## src/rtl/pmem_arb_pkg.sv

```systemverilog
// Shared types and line/beat geometry for the pmem arbiter.
// Used by cacheline_adaptor and pmem_arbiter.
package pmem_arb_pkg;

    localparam int LINE_W = 256;
    localparam int BEAT_W = 64;
    localparam int BEATS  = LINE_W / BEAT_W;
    localparam int CNT_W  = $clog2(BEATS);
    localparam int OFF_W  = $clog2(LINE_W / 8);

    typedef enum logic [1:0] {
        IDLE,
        RD_BURST,
        WR_BURST,
        DONE
    } arb_state_t;

    typedef enum logic {
        CL_I,
        CL_D
    } client_t;

endpackage

```

## src/rtl/cacheline_adaptor.sv

```systemverilog
// Line buffer, beat counter and beat mux/demux between a cache line
// and the 64-bit burst port. load fills the buffer, start marks a burst.
module cacheline_adaptor
    import pmem_arb_pkg::*;
(
    input  logic              clk,
    input  logic              rst,
    input  logic              load,
    input  logic [LINE_W-1:0] load_line,
    input  logic              start,
    input  logic              rd_mode,
    input  logic              pmem_resp,
    input  logic [BEAT_W-1:0] pmem_rdata,
    output logic [BEAT_W-1:0] pmem_wdata,
    output logic [LINE_W-1:0] line,
    output logic              done
);

    logic [CNT_W-1:0] cnt;
    logic             beat;

    // Strobes outside a burst never reach the counter or buffer.
    assign beat = start & pmem_resp;
    assign done = beat & (cnt == CNT_W'(BEATS - 1));

    assign pmem_wdata = line[cnt*BEAT_W +: BEAT_W];

    always_ff @(posedge clk) begin
        if (rst) begin
            cnt  <= '0;
            line <= '0;
        end else begin
            if (load) begin
                line <= load_line;
            end else if (beat && rd_mode) begin
                line[cnt*BEAT_W +: BEAT_W] <= pmem_rdata;
            end
            if (beat) begin
                cnt <= cnt + 1'b1;
            end
        end
    end

endmodule

```

## src/rtl/pmem_arbiter.sv

```systemverilog
// Arbitrates icache/dcache line requests onto one burst memory port.
// Define PMEM_ARB_RR_EN for round-robin; default is dcache-first.
module pmem_arbiter
    import pmem_arb_pkg::*;
#(
    parameter int ADDR_W = 32
) (
    input  logic              clk,
    input  logic              rst,
    input  logic              i_read,
    input  logic [ADDR_W-1:0] i_addr,
    output logic [LINE_W-1:0] i_rdata,
    output logic              i_resp,
    input  logic              d_read,
    input  logic              d_write,
    input  logic [ADDR_W-1:0] d_addr,
    input  logic [LINE_W-1:0] d_wdata,
    output logic [LINE_W-1:0] d_rdata,
    output logic              d_resp,
    output logic              pmem_read,
    output logic              pmem_write,
    output logic [ADDR_W-1:0] pmem_address,
    output logic [BEAT_W-1:0] pmem_wdata,
    input  logic [BEAT_W-1:0] pmem_rdata,
    input  logic              pmem_resp
);

    arb_state_t        state;
    client_t           client;
    client_t           gnt;
    logic              d_req;
    logic              any_req;
    logic              load;
    logic              done;
    logic [ADDR_W-1:0] gnt_addr;
    logic [LINE_W-1:0] line;

`ifdef PMEM_ARB_RR_EN
    client_t last_grant;

    always_comb begin
        d_req = d_read | d_write;
        if (d_req && i_read) begin
            gnt = (last_grant == CL_I) ? CL_D : CL_I;
        end else begin
            gnt = d_req ? CL_D : CL_I;
        end
    end

    always_ff @(posedge clk) begin
        if (rst) begin
            last_grant <= CL_I;
        end else if (state == IDLE && any_req) begin
            last_grant <= gnt;
        end
    end
`else
    always_comb begin
        d_req = d_read | d_write;
        gnt   = d_req ? CL_D : CL_I;
    end
`endif

    assign any_req  = d_req | i_read;
    assign gnt_addr = (gnt == CL_D) ? d_addr : i_addr;
    assign load     = (state == IDLE) & any_req
                    & (gnt == CL_D) & d_write;

    always_ff @(posedge clk) begin
        if (rst) begin
            state        <= IDLE;
            client       <= CL_I;
            pmem_read    <= 1'b0;
            pmem_write   <= 1'b0;
            pmem_address <= '0;
            i_resp       <= 1'b0;
            d_resp       <= 1'b0;
        end else begin
            i_resp <= 1'b0;
            d_resp <= 1'b0;
            unique case (state)
                IDLE: begin
                    if (any_req) begin
                        client       <= gnt;
                        pmem_address <= {gnt_addr[ADDR_W-1:OFF_W],
                                         OFF_W'(0)};
                        // A write-back wins over a read on the same client.
                        if (gnt == CL_D && d_write) begin
                            pmem_write <= 1'b1;
                            state      <= WR_BURST;
                        end else begin
                            pmem_read <= 1'b1;
                            state     <= RD_BURST;
                        end
                    end
                end
                RD_BURST, WR_BURST: begin
                    if (done) begin
                        pmem_read    <= 1'b0;
                        pmem_write   <= 1'b0;
                        pmem_address <= '0;
                        i_resp       <= (client == CL_I);
                        d_resp       <= (client == CL_D);
                        state        <= DONE;
                    end
                end
                DONE: begin
                    state <= IDLE;
                end
            endcase
        end
    end

    cacheline_adaptor u_adapt (
        .clk        (clk),
        .rst        (rst),
        .load       (load),
        .load_line  (d_wdata),
        .start      (pmem_read | pmem_write),
        .rd_mode    (pmem_read),
        .pmem_resp  (pmem_resp),
        .pmem_rdata (pmem_rdata),
        .pmem_wdata (pmem_wdata),
        .line       (line),
        .done       (done)
    );

    assign i_rdata = line;
    assign d_rdata = line;

    illegal_rw: assert property (
        @(posedge clk) disable iff (rst) !(d_read && d_write)
    );

endmodule
```

## config.mk

```make
export PLATFORM = sky130hd
export DESIGN_NAME = pmem_arbiter
export DESIGN_NICKNAME = d
export VERILOG_FILES = /design/src/rtl/pmem_arb_pkg.sv /design/src/rtl/cacheline_adaptor.sv /design/src/rtl/pmem_arbiter.sv
export SDC_FILE = /design/constraint.sdc
export NUM_CORES = 1
export LEC_CHECK = 0
export ABC_CLOCK_PERIOD_IN_PS = 3230
export CORE_AREA = 4 4 383 385
export CTS_CLUSTER_DIAMETER = 50
export DETAILED_ROUTE_END_ITERATION = 16
export DIE_AREA = 0 0 387 389
export PLACE_DENSITY = 0.34
export SLEW_MARGIN = 15
export SYNTH_ARGS = -nofsm -noshare
export SYNTH_HDL_FRONTEND = slang
export SYNTH_HIERARCHICAL = 1
export SYNTH_SLANG_ARGS = --single-unit
```

## constraint.sdc

```tcl
create_clock -name clk -period 3.23 [get_ports clk]
set_clock_uncertainty 0.05 [all_clocks]
set_input_delay 0.646 -clock clk [delete_from_list [all_inputs] [get_ports clk]]
set_output_delay 0.646 -clock clk [all_outputs]
set_load 0.01 [all_outputs]
```

### Word-level counts from Yosys, hierarchy flattened

Index checks and enable logic that the tools add are counted.

| storage, ports and cells | value |
|---|---|
| logic and storage cells | 64 |
| register bits after elaboration | 297 |
| output and inout port bits | 612 |
| input port bits | 390 |

| operators by class | value |
|---|---|
| shift operators | 3 |
| multiplexer cells | 19 |
| equal/unequal tests | 8 |
| bitwise logic cells | 11 |
| $add $sub $neg | 2 |
| reductions and logical operators | 12 |

Operators by type and width:

| kind | count |
|---|---|
| two-way mux 256 bit | 2 |
| bitwise mux 256 bit | 1 |
| variable shift 64 x 34 -> 256 bit, first input constant | 1 |
| indexed part select 256 x 9 -> 64 bit | 1 |
| indexed part select 64 x 34 -> 256 bit | 1 |
| two-way mux 32 bit | 3 |
| one-hot mux 32 bit (2 select lines) | 1 |
| negator 8 -> 34 bit | 1 |
| AND reduction 4 bit | 2 |
| equality test 2 bit, second input constant | 3 |
| two-way mux 1 bit | 6 |
| two-way mux 2 bit | 3 |
| != test 2 bit, second input constant | 3 |
| one-hot mux 2 bit (3 select lines) | 1 |
| AND 1 bit | 5 |
| one-hot mux 1 bit (2 select lines) | 2 |
| AND reduction 2 bit | 2 |
| nonzero test 2 bit | 2 |
| inverter 1 bit | 3 |
| bitwise OR 1 bit | 3 |
| AND reduction 3 bit | 1 |
| OR reduction 3 bit | 1 |
| adder 2 x 1 -> 2 bit, second input constant | 1 |
| equality test 2 x 1 -> 1 bit, second input constant | 1 |
| other kinds (4) | 5 |

### Logic depth before layout (Yosys ltp)

| depth | value |
|---|---|
| word-level depth | 6 |
| depth in mapped cells | 10 |

### Hierarchy

Netlist, hierarchy kept.

By module, submodules not included:

| module | cells an instance | instances | area each (um^2) |
|---|---|---|---|
| cacheline_adaptor | 1371 | 1 | 13546.7 |
| pmem_arbiter | 397 | 1 | 3477.1 |

### Worst setup path after synthesis

OpenSTA, ideal clock, no wires.

| timing path | value |
|---|---|
| kind | register -> register |
| start point | register u_adapt.cnt[0] |
| end point | register u_adapt.line[4] |
| library setup time | 0.080 ns |
| required time | 3.100 ns |
| data arrival time | 2.268 ns |
| path buffers | 5 |
| clock period less this slack | 2.398 ns |
| slack | 0.832 ns |
| stages on the path, launching flop included | 11 |
| cells stage by stage | dfxtp_1 buf_2 buf_4 buf_4 inv_1 ha_1 nor4b_4 buf_6 buf_6 a32oi_1 a211oi_2 |

| on the way | value |
|---|---|
| longest elaborated chain between the ends | 5 |

RTL lines:

| element | line | RTL |
|---|---|---|
| from (decl) | cacheline_adaptor.sv:19 | `logic [CNT_W-1:0] cnt;` |
| from (signal assigned) | cacheline_adaptor.sv:39 | `cnt <= cnt + 1'b1;` |
| negator 8 -> 34 bit (*) | cacheline_adaptor.sv:36 | `line[cnt*BEAT_W +: BEAT_W] <= pmem_rdata;` |
| indexed part select 64 x 34 -> 256 bit or variable shift 64 x 34 -> 256 bit (tied branches) | cacheline_adaptor.sv:36 |  |
| bitwise mux 256 bit (*) | cacheline_adaptor.sv:36 |  |
| two-way mux 256 bit (*) | cacheline_adaptor.sv:35 | `end else if (beat && rd_mode) begin` |
| two-way mux 256 bit (*) | cacheline_adaptor.sv:33 | `if (load) begin` |
| to (signal assigned) | cacheline_adaptor.sv:34 | `line <= load_line;` |
| to (signal, indexed assignment) | cacheline_adaptor.sv:36 |  |
| to (decl) | cacheline_adaptor.sv:15 | `output logic [LINE_W-1:0] line,` |

Every way passes the cells marked *; elsewhere a longest branch is shown, timed or not. The select of a mux whose other input is x is not followed.
A chain may end at the register's enable or synchronous reset.

### Worst setup path in the final report

| timing path | value |
|---|---|
| start point | register u_adapt.cnt[0] |
| end point | output port pmem_wdata[55] |

| on the way | value |
|---|---|
| longest elaborated chain between the ends | 1 |

RTL lines:

| element | line | RTL |
|---|---|---|
| indexed part select 256 x 9 -> 64 bit | cacheline_adaptor.sv:26 | `assign pmem_wdata = line[cnt*BEAT_W +: BEAT_W];` |
| to (decl) | pmem_arbiter.sv:23 | `output logic [BEAT_W-1:0] pmem_wdata,` |

No other way between the ends.

==> flow_results.org <==
** Status
- Status :: finished, final reports clean

** Place
- The placed instances occupy a cell area of 27400 µm².
- Prior to clock tree synthesis, the placed netlist has a worst setup slack of 0.427 ns.
- Detailed placement ended at an HPWL of 90400 µm.
- Weighted congestion reported at the end of routability-driven placement :: 0.796
- PortBufs :: 986

** Timing
- Worst rel slew slack :: 51.2%
- Worst Tran Pin Value :: 0.732 ns
- Setup repair after global routing left no endpoint under its margin.
- Total count of max-transition violations in the final report :: 0
- Minimum setup slack in the final design :: 0.148 ns
- The final hold violation count is 0.
- Setup-violating endpoint count in the final report :: 0
- Of the available clock period, the critical path in the final layout requires 95.4%.
- F_max :: 0.324 GHz
- The tightest hold path in the finished design has a slack of 0.406 ns.
- The worst path needs 3.08 ns of the cycle, external delays included.

** Cells and area
- Nets :: 2851
- Area added between synthesis and finish :: 76.2%
- At the end of the flow the core is filled with cells to 21.0%.
- Share of layout cells above drive strength 1 :: 14.5%
- With fillers left out, the area of the finished cells amounts to 30000 µm².

** Power
- Cell internal power was estimated by the tool at 17.5 mW.
- Total net switching power :: 12.0 mW
- Proportion of power drawn by the clock network :: 25.4%
- Dividing total power by cell area gives a power density of 982 nW/µm².
- Leak Pwr :: 9.88 nW
- Sequential share of power :: 23.6%
- Switching Fraction :: 40.6%
- Largest vdd supply drop :: 0.000391 V
- Proportion of power drawn by combinational gates :: 51.0%
- The design draws 29.5 mW.

** Logic synthesis
- Dividing the synthesized area by the synthesized cell count gives 9.63 µm².
- By instance count, the leading cell after synthesis is sky130_fd_sc_hd__dfxtp_1.
- Area share of xor/xnor cells in the synthesized design :: 0.0514%
- For this run, the register share of the synthesized area comes to 34.3%.
- Synth top cells by count :: sky130_fd_sc_hd__dfxtp_1 (292), sky130_fd_sc_hd__buf_4 (280), sky130_fd_sc_hd__nor2_1 (257), sky130_fd_sc_hd__a211oi_1 (201), sky130_fd_sc_hd__a32oi_1 (192)
- Cell type with the highest aggregate area in the netlist :: sky130_fd_sc_hd__dfxtp_1
- Top flip-flop cell by instance count after synthesis :: sky130_fd_sc_hd__dfxtp_1
- For this run, asynchronously set or reset flops after synthesis account for 0%.
- The Yosys step of the flow raised 6 warnings.
- Of the post-synthesis cell area, the part taken by muxes is 10.2%.
- Synth Area in Compound Gates :: 27.9%
- The synthesized netlist devotes 0.441% of its cell area to adder and majority cells.
- By area, the combinational part of the netlist is dominated by compound AO/OA/AOI/OAI gates.
- After synthesis the netlist holds a flip-flop and latch count of 292.
- In this run the cell area of the synthesized design comes to 17000 µm².
- Area contributors post-synth :: sky130_fd_sc_hd__dfxtp_1 (34%), sky130_fd_sc_hd__buf_4 (12%), sky130_fd_sc_hd__a32oi_1 (9.9%), sky130_fd_sc_hd__a211oi_1 (8.9%), sky130_fd_sc_hd__mux4_2 (8.5%)
- Number of cells produced by synthesis :: 1768
- Distinct cell type count of the synthesized netlist :: 46
- Post-synth top area share :: 34.3%
- Of the total synthesized cell area, the portion taken by AND, OR, NAND and NOR gates is 8.89%.
- The synthesized design contains 0 enable-type register cells.

** Route
- Number of DRC markers in iteration 0 :: 1121
- The routed layout has 17600 vias.
- Antenna-violating nets left :: 0
- For this run, the detailed router's first-pass iteration total came to 5.
- Detail-routed via count per cell :: 4.00
- Wirelength per Cell :: 27.4 µm
- Number of remaining DRC errors :: 0
- DRT Wirelength :: 121000 µm

** Hold path
- Sink of the worst hold path :: pmem_address[29]$_SDFFE_PP0P_
- Hold Path Cell Cnt :: 1
- Hold path startpoint :: pmem_address[29]$_SDFFE_PP0P_
- The tightest min-delay check is of the flip-flop to flip-flop type.

** Clock network
- Post-CTS clock slew at the launch and capture registers of the worst setup and hold paths :: 0.04 ns
- In this run the number of H-tree levels came out at 3.
- Cell chosen for the clock root :: sky130_fd_sc_hd__clkbuf_16
- At the later pin of the worst-skew pair, clock insertion delay measures 0.62 ns.
- Maximum buffer depth of the clock tree :: 3
- TritonCTS built the clock tree.
- TritonCTS created 71 clock buffers.
- The clock net in this run drives a total of 292 sinks.

** GRT
- In the global route stage, overall resource usage came out at 15.3%.
- Number of antenna violations at the first check in global routing :: 21
- The total overflow left after global routing is 0.
- Wire length of the first global-routing pass :: 163000 µm
- Pin count of the biggest net entering global routing :: 97
- Vias in the first global route :: 18300

** Die
- Chip Width :: 387 µm
- Floorplan die area :: 151000 µm²
- During I/O placement, the number of pins put on the boundary was 1002.
- Core box area :: 143000 µm²
- Initial cell density of the core :: 11.9%
- Row count :: 139
- From bottom edge to top edge, the die measures 389 µm.

** Setup path
- Worst reg2reg path endpoint :: u_adapt/line[167]$_SDFFE_PP0P_
- Data on the critical path arrives at its endpoint at 2.39 ns.
- Worst flop-to-flop path startpoint :: u_adapt/cnt[0]$_SDFFE_PP0N_
- STA puts the critical path data required time at 2.53 ns.
- STA classifies the critical path startpoint as a flip-flop.
- Category of the critical setup timing path :: flip-flop to primary output
- The worst setup path is captured at a primary output.
- The setup check on the worst reg-to-reg path leaves a slack of 0.49 ns.
- In this run the worst path has a maximum fanout of 10.
- Worst Reg-to-Reg Cells :: 9

** Job
- Across the run, the number of max-cap violations was 0.
==> worst max-delay path: stages, from the launching register on <==
cell                            delay (ns)
sky130_fd_sc_hd__dfxtp_4              0.39
sky130_fd_sc_hd__buf_4                0.18
sky130_fd_sc_hd__clkbuf_16            0.22
sky130_fd_sc_hd__mux4_2               0.56
sky130_fd_sc_hd__dlygate4sd2_1        0.40
==> cell type report <==
cell class	count	area (µm²)
Fill cell	15600	113000
Timing Repair Buffer	1074	11100
Multi-Input combinational cell	1010	8190
Sequential cell	292	5850
Tap cell	1903	2380
Clock buffer	87	1940
Clock inverter	39	503
Inverter	6	22.5
Antenna cell	5	12.5
==> how the worst max path moves through the flow <==
stage                                                end                   startpoint  slack (ns)  cells after the start
final                                     pmem_wdata[55]  u_adapt/cnt[0]$_SDFFE_PP0N_        0.15                      4
after CTS                                 pmem_wdata[56]  u_adapt/cnt[0]$_SDFFE_PP0N_       -0.04                      4
after detailed placement  u_adapt/line[102]$_SDFFE_PP0P_                      d_write        0.43                      7
after global routing                      pmem_wdata[15]  u_adapt/cnt[0]$_SDFFE_PP0N_        0.02                      4
after global placement    u_adapt/line[104]$_SDFFE_PP0P_                      d_write        0.46                      7
after floorplan             u_adapt/line[4]$_SDFFE_PP0P_  u_adapt/cnt[0]$_SDFFE_PP0N_        0.83                     10
==> flip-flops by register name, summed over array words and instances, names as in the netlist <==
name	count
client	1
u_adapt/cnt	2
pmem_address	27
i_resp	1
pmem_write	1
u_adapt/line	256
state	2
d_resp	1
pmem_read	1
==> cell usage in the layout, fill, tap and decap left out, drive strengths merged, types with 2 or more instances in the layout <==
cell | Yosys | final
a21oi | 54 | 54
o21ba | 2 | 2
nand4 | 48 | 48
clkbuf | 62 | 90
nor4b | 2 | 2
o21ai | 4 | 4
clkinv | 0 | 21
buf | 402 | 86
and2 | 2 | 2
dlygate4sd2 | 0 | 46
mux2i | 28 | 28
inv | 6 | 9
nor3 | 2 | 2
mux4 | 64 | 64
a211oi | 257 | 257
o2bb2ai | 27 | 27
clkinvlp | 0 | 5
bufbuf | 0 | 2
nor2 | 259 | 259
a41oi | 17 | 17
nor3b | 2 | 2
nor2b | 3 | 3
diode | 0 | 5
clkdlybuf4s50 | 0 | 937
dfxtp | 292 | 292
ha | 6 | 6
nand2 | 23 | 23
conb | 1 | 5
a41o | 4 | 4
bufinv | 0 | 10
a32oi | 192 | 192
==> through the flow <==
step | cells | setup TNS, ns
6_report | 4416 | 0
5_1_grt | 4413 | 0
4_1_cts | 4404 | -0.144
3_5_place_dp | 4273 | 0
3_3_place_gp | 4273 | 0
2_1_floorplan | 1772 | 0
==> cells by family (layout without fill, tap and decap cells) <==
family,Yosys count,in the layout
AO/OA/AOI/OAI,558,558
buffers and inverters,470,1206
AND/OR/NAND/NOR,347,347
flip-flops,292,292
multiplexers,93,93
adder cells (fa/ha/maj),6,6
other,1,10
XOR/XNOR,1,1
==> timing repair <==
action | in CTS | in global routing
hold endpoints to repair | 0 | 0
gates resized for setup | 56 | 4
cloned | 3 | 1
buffers inserted | 2 | 6
hold buffers | 0 | 0
endpoints found under the setup margin | 60 | 5
==> layer usage <==
metal | track usage, % | vias up | routed length, µm
li1 | - | 7961 | -
met1 | 18.8 | 8822 | 51100
met2 | 26.8 | 729 | 60500
met3 | 3.94 | 125 | 7170
met4 | 3.21 | 10 | 2040
met5 | 0 | - | 48
==> power groups by stage <==
stage	Sequential, mW	Clock [mW]	Combinational, mW
floorplan	6.61	0	7.05
global placement	7.02	0	15.2
detailed placement	7.04	0	15.1
CTS	6.99	7.75	15.2
global route	7.15	7.89	15.8
finish	6.95	7.49	15.0
Power figures use the tool's default switching activity.
